### config.mk
export PLATFORM = sky130hd
export DESIGN_NAME = soc_system_st_to_mm_fifo_flat
export DESIGN_NICKNAME = d
export VERILOG_FILES = /design/src/rtl/soc_system_st_to_mm_pkg.sv /design/src/rtl/soc_system_st_to_mm_fifo_if.sv /design/src/rtl/soc_system_st_to_mm_fifo_storage.sv /design/src/rtl/soc_system_st_to_mm_fifo.sv /design/src/flat_wrapper.sv
export SDC_FILE = /design/constraint.sdc
export NUM_CORES = 2
export LEC_CHECK = 0
export CORE_ASPECT_RATIO = 0.5
export CORE_MARGIN = 5
export CORE_UTILIZATION = 45
export DETAILED_ROUTE_END_ITERATION = 12
export GPL_TIMING_DRIVEN = 0
export SLEW_MARGIN = 0
export SYNTH_ARGS = -nofsm -noshare
export SYNTH_HDL_FRONTEND = slang
export SYNTH_SLANG_ARGS = --single-unit
export TNS_END_PERCENT = 10
### constraint.sdc
create_clock -name rdclock -period 8.5 [get_ports rdclock]
set_input_delay 1.275 -clock rdclock [delete_from_list [all_inputs] [get_ports rdclock]]
set_output_delay 1.275 -clock rdclock [all_outputs]
set_load 0.01 [all_outputs]
### src/rtl/soc_system_st_to_mm_pkg.sv
// Shared constants for the stream-to-MM receive FIFO: register addresses,
// STATUS bit positions and the INFO word layout.
package soc_system_st_to_mm_pkg;

   localparam logic [1:0] ADDR_DATA   = 2'd0;
   localparam logic [1:0] ADDR_INFO   = 2'd1;
   localparam logic [1:0] ADDR_STATUS = 2'd2;

   localparam int LEVEL_LSB = 0;
   localparam int EMPTY_BIT = 16;
   localparam int FULL_BIT  = 17;

   localparam int ERR_LSB = 16;
   localparam int CH_LSB  = 8;

   typedef enum logic {
      SRC_WORD = 1'b0,
      SRC_FIFO = 1'b1
   } rd_src_e;

   // INFO layout matches the write-direction FIFO so software can share decode
   function automatic logic [31:0] pack_info(input logic [7:0] err, input logic [7:0] ch);
      logic [31:0] w;
      w = '0;
      w[ERR_LSB +: 8] = err;
      w[CH_LSB +: 8]  = ch;
      return w;
   endfunction

endpackage

### src/rtl/soc_system_st_to_mm_fifo_if.sv
// Avalon-ST sink plus Avalon-MM read slave bundle of the receive FIFO.
interface soc_system_st_to_mm_fifo_if #(
   parameter int DATA_W = 32,
   parameter int CH_W   = 8,
   parameter int ERR_W  = 8
);
   logic [DATA_W-1:0] avalonst_sink_data;
   logic [CH_W-1:0]   avalonst_sink_channel;
   logic [ERR_W-1:0]  avalonst_sink_error;
   logic              avalonst_sink_valid;
   logic              avalonst_sink_ready;

   logic [1:0]        avalonmm_read_slave_address;
   logic              avalonmm_read_slave_read;
   logic [31:0]       avalonmm_read_slave_readdata;
   logic              avalonmm_read_slave_waitrequest;

   modport slave (
      input  avalonst_sink_data, avalonst_sink_channel, avalonst_sink_error,
             avalonst_sink_valid, avalonmm_read_slave_address, avalonmm_read_slave_read,
      output avalonst_sink_ready, avalonmm_read_slave_readdata, avalonmm_read_slave_waitrequest
   );

   modport master (
      output avalonst_sink_data, avalonst_sink_channel, avalonst_sink_error,
             avalonst_sink_valid, avalonmm_read_slave_address, avalonmm_read_slave_read,
      input  avalonst_sink_ready, avalonmm_read_slave_readdata, avalonmm_read_slave_waitrequest
   );
endinterface

### src/rtl/soc_system_st_to_mm_fifo_storage.sv
// Single-clock FIFO storage with pointers and level; the read port is
// registered so the array maps onto block RAM.
module soc_system_st_to_mm_fifo_storage #(
   parameter int W     = 48,
   parameter int DEPTH = 32,
   parameter int AW    = 5
) (
   input  logic          clk,
   input  logic          rst_n,
   input  logic          push,
   input  logic          pop,
   input  logic [W-1:0]  wdata,
   output logic [W-1:0]  rdata,
   output logic [AW:0]   level,
   output logic          empty,
   output logic          full
);

   logic [W-1:0]  mem [DEPTH];
   logic [AW-1:0] wr_ptr;
   logic [AW-1:0] rd_ptr;

   always_ff @(posedge clk) begin
      if (push) mem[wr_ptr] <= wdata;
   end

   // Caller never pushes when full nor pops when empty, so a simultaneous
   // push/pop never targets the same address.
   always_ff @(posedge clk or negedge rst_n) begin
      if (!rst_n) begin
         wr_ptr <= '0;
         rd_ptr <= '0;
         level  <= '0;
         rdata  <= '0;
      end else begin
         if (push) wr_ptr <= wr_ptr + 1'b1;
         if (pop) begin
            rd_ptr <= rd_ptr + 1'b1;
            rdata  <= mem[rd_ptr];
         end
         if (push && !pop)      level <= level + 1'b1;
         else if (pop && !push) level <= level - 1'b1;
      end
   end

   assign empty = (level == '0);
   assign full  = (level == (AW+1)'(DEPTH));

endmodule

### src/rtl/soc_system_st_to_mm_fifo.sv
// Stream-to-MM receive bridge: buffers Avalon-ST beats and lets the CPU drain
// them through a read-only register window (DATA / INFO / STATUS).
module soc_system_st_to_mm_fifo
   import soc_system_st_to_mm_pkg::*;
#(
   parameter int DATA_W = 32,
   parameter int CH_W   = 8,
   parameter int ERR_W  = 8,
   parameter int DEPTH  = 32,
   parameter int AW     = 5
) (
   input logic rdclock,
   input logic reset_n,
   soc_system_st_to_mm_fifo_if.slave bus
);

   localparam int W = ERR_W + CH_W + DATA_W;

   logic          push;
   logic          pop;
   logic          rd_accept;
   logic          rd_data_addr;
   logic          empty;
   logic          full;
   logic [AW:0]   level;
   logic [W-1:0]  head;
   logic [31:0]   info_word;
   logic [31:0]   status_word;
   logic [31:0]   rd_word;
   rd_src_e       rd_src;

   assign rd_data_addr = (bus.avalonmm_read_slave_address == ADDR_DATA);

   assign bus.avalonst_sink_ready = reset_n & ~full;
   assign bus.avalonmm_read_slave_waitrequest =
      ~reset_n | (bus.avalonmm_read_slave_read & rd_data_addr & empty);

   assign rd_accept = bus.avalonmm_read_slave_read & ~bus.avalonmm_read_slave_waitrequest;
   assign push      = bus.avalonst_sink_valid & bus.avalonst_sink_ready;
   assign pop       = rd_accept & rd_data_addr;

   soc_system_st_to_mm_fifo_storage #(
      .W     (W),
      .DEPTH (DEPTH),
      .AW    (AW)
   ) u_storage (
      .clk   (rdclock),
      .rst_n (reset_n),
      .push  (push),
      .pop   (pop),
      .wdata ({bus.avalonst_sink_error, bus.avalonst_sink_channel, bus.avalonst_sink_data}),
      .rdata (head),
      .level (level),
      .empty (empty),
      .full  (full)
   );

   // The RAM output register only moves on a pop, so it doubles as the INFO latch.
   assign info_word = pack_info(8'(head[DATA_W+CH_W +: ERR_W]), 8'(head[DATA_W +: CH_W]));

   always_comb begin
      status_word = '0;
      status_word[LEVEL_LSB +: AW+1] = level;
      status_word[EMPTY_BIT] = empty;
      status_word[FULL_BIT]  = full;
   end

   always_ff @(posedge rdclock or negedge reset_n) begin
      if (!reset_n) begin
         rd_src  <= SRC_WORD;
         rd_word <= '0;
      end else if (rd_accept) begin
         rd_src <= rd_data_addr ? SRC_FIFO : SRC_WORD;
         case (bus.avalonmm_read_slave_address)
            ADDR_INFO:   rd_word <= info_word;
            ADDR_STATUS: rd_word <= status_word;
            default:     rd_word <= '0;
         endcase
      end
   end

   assign bus.avalonmm_read_slave_readdata =
      (rd_src == SRC_FIFO) ? 32'(head[DATA_W-1:0]) : rd_word;

endmodule

### src/flat_wrapper.sv
// flat-port wrapper written by rule: the top's interface ports become plain ports
module soc_system_st_to_mm_fifo_flat import soc_system_st_to_mm_pkg::*;
#(
   parameter int DATA_W = 32,
   parameter int CH_W   = 8,
   parameter int ERR_W  = 8,
   parameter int DEPTH  = 32,
   parameter int AW     = 5
)
  (rdclock, reset_n, bus_avalonst_sink_data, bus_avalonst_sink_channel, bus_avalonst_sink_error, bus_avalonst_sink_valid, bus_avalonmm_read_slave_address, bus_avalonmm_read_slave_read, bus_avalonst_sink_ready, bus_avalonmm_read_slave_readdata, bus_avalonmm_read_slave_waitrequest);
  soc_system_st_to_mm_fifo_if #(.DATA_W(DATA_W), .CH_W(CH_W), .ERR_W(ERR_W)) bus_i ();
  input logic rdclock;
  input logic reset_n;
  input wire logic [$bits(bus_i.avalonst_sink_data)-1:0] bus_avalonst_sink_data;
  input wire logic [$bits(bus_i.avalonst_sink_channel)-1:0] bus_avalonst_sink_channel;
  input wire logic [$bits(bus_i.avalonst_sink_error)-1:0] bus_avalonst_sink_error;
  input wire logic [$bits(bus_i.avalonst_sink_valid)-1:0] bus_avalonst_sink_valid;
  input wire logic [$bits(bus_i.avalonmm_read_slave_address)-1:0] bus_avalonmm_read_slave_address;
  input wire logic [$bits(bus_i.avalonmm_read_slave_read)-1:0] bus_avalonmm_read_slave_read;
  output wire logic [$bits(bus_i.avalonst_sink_ready)-1:0] bus_avalonst_sink_ready;
  output wire logic [$bits(bus_i.avalonmm_read_slave_readdata)-1:0] bus_avalonmm_read_slave_readdata;
  output wire logic [$bits(bus_i.avalonmm_read_slave_waitrequest)-1:0] bus_avalonmm_read_slave_waitrequest;
  assign bus_i.avalonst_sink_data = bus_avalonst_sink_data;
  assign bus_i.avalonst_sink_channel = bus_avalonst_sink_channel;
  assign bus_i.avalonst_sink_error = bus_avalonst_sink_error;
  assign bus_i.avalonst_sink_valid = bus_avalonst_sink_valid;
  assign bus_i.avalonmm_read_slave_address = bus_avalonmm_read_slave_address;
  assign bus_i.avalonmm_read_slave_read = bus_avalonmm_read_slave_read;
  assign bus_avalonst_sink_ready = bus_i.avalonst_sink_ready;
  assign bus_avalonmm_read_slave_readdata = bus_i.avalonmm_read_slave_readdata;
  assign bus_avalonmm_read_slave_waitrequest = bus_i.avalonmm_read_slave_waitrequest;
  soc_system_st_to_mm_fifo #(.DATA_W(DATA_W), .CH_W(CH_W), .ERR_W(ERR_W), .DEPTH(DEPTH), .AW(AW)) u_core (.rdclock(rdclock), .reset_n(reset_n), .bus(bus_i));
endmodule
==> flow_metrics.py <==
metrics = {
    "job": {
        "max_cap_violations": 0,
    },
    "clock_tree": {
        "cts.hold.buffers_added": 0,
        "tritoncts.num_buffers": 144,
        "number_of_post_cts_setup_repair_buffers": 0,
        "cts_root_buf": "sky130_fd_sc_hd__clkbuf_16",
        "tritoncts_clock_tree": "yes",
        "cts_max_path_buffers": 3,
        "post_cts_resized": 0,
        "clkLatencyLatePin_ns": 0.78,
        "htree_levels": 4,
        "clk_pin_slew_worst_paths_ns": 0.06,
        "tritoncts_num_sinks": 1623,
    },
    "logic_synthesis": {
        "postSynthRegisterBits": 1623,
        "synth_async_sr_flop_share_pct": 5.360,
        "number_of_synthesized_flops_with_an_enable_pin": 1536,
        "synthesis.yosys.warnings": 0,
        "synth_common_cells": "sky130_fd_sc_hd__edfxtp_1, sky130_fd_sc_hd__mux2i_1, sky130_fd_sc_hd__mux4_2, sky130_fd_sc_hd__a22oi_1, sky130_fd_sc_hd__o22ai_1",
        "synth.yosys.seq_area_share_pct": 77.10,
        "synth.lib_cells_used.distinct": 46,
        "syn_nets": 3222,
        "yosysTopAreaCellShare_pct": 73.62,
        "synth_most_common_cell": "sky130_fd_sc_hd__edfxtp_1",
        "synth_area_per_cell_um2": 19.86,
        "synth_top_cells_by_area": "sky130_fd_sc_hd__edfxtp_1, sky130_fd_sc_hd__mux4_2, sky130_fd_sc_hd__mux2i_1",
        "synth-main-ff-cell": "sky130_fd_sc_hd__edfxtp_1",
        "synth_top_cell_by_area": "sky130_fd_sc_hd__edfxtp_1",
        "syn_area_um2": 62650,
        "netlist_instances": 3154,
    },
    "finish": {
        "fillerInstances": 10872,
        "drive_gt1_share_pct": 17.67,
        "area_growth_syn_to_layout_pct": 15.21,
        "layout.core_utilization_pct": 52.43,
        "design.final.nets": 3520,
        "layoutNonFillerInstCount": 5435,
    },
    "route": {
        "drtPass1Iterations": 6,
        "postRouteAntennaNets": 0,
        "detailroute.via_count": 32591,
        "drt_iter0_markers": 4237,
        "drt_total_wl_mm": 167.3,
        "wire_per_inst_um": 30.78,
        "routed_via_density": 5.997,
        "route.detailed.drc": 0,
    },
    "grt": {
        "antenna_found_initial": 6,
        "overflow": 0,
        "grt_max_degree": 65,
        "grt_first_pass_wirelength_mm": 237.6,
        "grt_pass1_vias": 32579,
        "global_route.usage.total_pct": 22.72,
    },
    "timing": {
        "setup_repair_after_global_routing_missed_its_margin": "no",
        "postLayoutSetupSlackWorst_ns": 4.087,
        "worst_pin_slew_ns": 1.237,
        "final.period_utilization_pct": 51.92,
        "setup_viol": 0,
        "clock_period_minus_final_worst_setup_slack_ns": 4.413,
        "timing_hold_violations_final": 0,
        "maxClockFrequency_ghz": 0.2266,
        "slew_headroom_pct": 17.29,
        "fin_worst_skew_ns": 0.02222,
        "finalMaxSlewViolations": 0,
        "worst_hold_slack_ns": 0.4882,
    },
    "placement": {
        "place.gp.congestion": 0.8242,
        "dpl.hpwl_mm": 113.0,
        "worst_slack_after_detailed_placement_ns": 3.397,
        "place.detailed.instances": 5168,
        "port-buffer-count": 87,
    },
    "setup_path": {
        "critical_path.max_stage_delay_ns": 0.66,
        "critical_path_cell_sequence": "clkbuf_1 -> clkbuf_1 -> mux2_2 -> clkdlybuf4s50_1",
        "critPathKind": "register to primary output",
        "critical_path.top_delay_family": "buffers and inverters",
        "timing.critical_path.arrival_ns": 3.14,
        "worst_path_max_delay_cell": "sky130_fd_sc_hd__clkbuf_1",
        "timing.critical_path.from_type": "register",
        "setup.worst_path.end_class": "primary output",
        "cp.buffers_inverters": 3,
        "critical_path_required_ns": 7.22,
        "crit_fanout": 10,
        "path_common_cell": "sky130_fd_sc_hd__clkbuf_1",
    },
    "die": {
        "start_util_pct": 45.51,
        "die_y_um": 273.8,
        "placement_rows": 96,
        "core_area_um2": 137700,
        "io-pin-count": 88,
        "floorplan.die_area_um2": 147200,
        "die_w_um": 537.7,
    },
    "outcome": {
        "run_status": "finished, final reports clean",
    },
    "min_path": {
        "path_type_of_the_worst_min_delay_path": "register to register",
    },
    "power": {
        "power.leakage_nw": 23.12,
        "power-per-cell-area_nw_per_um2": 297.5,
        "max-vdd-ir-drop_mv": 0.2134,
    },
}
==> cells by family after synthesis <==
family	share of synthesized area (%)
xor gates and xnor gates	0.1538
and+or+nand+nor	1.336
adders and majority gates	0.2916
muxes	14.24
DFF	77.10
buffers and inverters	1.674
AOI/OAI and AO/OA	5.209
==> through the flow <==
stage               area (µm²)  power (mW)  TNS (ns)
floorplan                62650       12.87         0
global placement         65850       14.84  -4953.12
detailed placement       67440       14.99         0
CTS                      72170       21.56         0
global route             72170       22.24         0
finish                   72180       21.47         0
==> registers in the layout (all words and copies together) (netlist names) <==
name                     flops
u_core.u_storage.level       6
u_core.u_storage.rd_ptr      5
u_core.u_storage.mem      1536
u_core.rd_src                1
u_core.rd_word              22
u_core.u_storage.rdata      48
u_core.u_storage.wr_ptr      5
==> per-layer routing <==
metal / up-vias / global-route usage, % / share of wire (%)
met5: - / 0 / 0
met4: 0 / 6.601 / 2.6
met3: 240 / 5.040 / 9.0
met2: 1459 / 33.83 / 44
met1: 17323 / 33.79 / 44
li1: 13569 / - / -
==> where the power goes <==
| group | internal, mW | total (mW) | switching (mW) |
|---|---|---|---|
| registers | 9.11 | 9.38 | 0.262 |
| logic | 2.23 | 5.45 | 3.23 |
| clock network | 3.71 | 6.64 | 2.93 |
| total | 15.1 | 21.5 | 6.42 |
==> placed cells by master, fill, tap and decap left out, types with 12 or more instances in the layout <==
cell type / instances
sky130_fd_sc_hd__a211o_1: 47
sky130_fd_sc_hd__a21oi_1: 52
sky130_fd_sc_hd__a22o_1: 50
sky130_fd_sc_hd__a22oi_1: 95
sky130_fd_sc_hd__a31oi_1: 47
sky130_fd_sc_hd__and2_1: 12
sky130_fd_sc_hd__buf_12: 58
sky130_fd_sc_hd__buf_2: 55
sky130_fd_sc_hd__buf_4: 42
sky130_fd_sc_hd__bufinv_16: 16
sky130_fd_sc_hd__clkbuf_1: 110
sky130_fd_sc_hd__clkbuf_16: 148
sky130_fd_sc_hd__clkdlybuf4s50_1: 86
sky130_fd_sc_hd__clkinv_1: 25
sky130_fd_sc_hd__clkinv_2: 23
sky130_fd_sc_hd__dfrtp_1: 87
sky130_fd_sc_hd__edfxtp_1: 1536
sky130_fd_sc_hd__ha_1: 13
sky130_fd_sc_hd__mux2_2: 23
sky130_fd_sc_hd__mux2i_1: 431
sky130_fd_sc_hd__mux4_2: 193
sky130_fd_sc_hd__nand2_1: 62
sky130_fd_sc_hd__nor2_1: 56
sky130_fd_sc_hd__nor2_4: 32
sky130_fd_sc_hd__o21ai_0: 28
sky130_fd_sc_hd__o22ai_1: 95
sky130_fd_sc_hd__o31ai_1: 48
==> worst reg2reg max path: stages, from the launching register on <==
cell                        delay, ns
sky130_fd_sc_hd__dfrtp_1         0.46
sky130_fd_sc_hd__nor4_2          0.54
sky130_fd_sc_hd__nand2_1         0.09
sky130_fd_sc_hd__and4_1          0.21
sky130_fd_sc_hd__buf_2           0.29
sky130_fd_sc_hd__inv_1           0.40
sky130_fd_sc_hd__ha_1            0.33
sky130_fd_sc_hd__inv_1           0.15
sky130_fd_sc_hd__ha_1            0.37
sky130_fd_sc_hd__nand2_1         0.06
sky130_fd_sc_hd__o21ai_0         0.30
sky130_fd_sc_hd__mux2i_1         0.25
sky130_fd_sc_hd__o2111ai_1       0.15
sky130_fd_sc_hd__xnor2_1         0.16
==> worst paths after layout <==
path | start | end | slack (ns) | cells past startpoint
setup / recovery | u_core.rd_src | bus_avalonmm_read_slave_readdata[19] | 4.09 | 4
hold / removal | u_core.rd_word[18] | u_core.rd_word[18] | 0.49 | 2
setup reg to reg | u_core.u_storage.level[1] | u_core.u_storage.level[5] | 4.63 | 13
hold reg to reg | u_core.rd_word[18] | u_core.rd_word[18] | 0.49 | 2
max in group asynchronous | reset_n | u_core.rd_word[0] | 7.21 | 2
min in group asynchronous | reset_n | u_core.u_storage.rdata[29] | 0.50 | 1
==> final cells by class <==
cell class | instances | area (µm²) | area share [%]
flip-flops and latches | 1623 | 48300 | 66.92
multi-input cells | 1331 | 13540 | 18.76
clock buffers | 181 | 3827 | 5.303
well taps | 1862 | 2330 | 3.228
repair buffers | 152 | 2222 | 3.079
plain buffers | 192 | 1018 | 1.411
clock inverters | 84 | 903.4 | 1.252
inverters | 8 | 30.03 | 0.04160
diodes | 2 | 5.005 | 0.006934
Power figures use the tool's default switching activity.
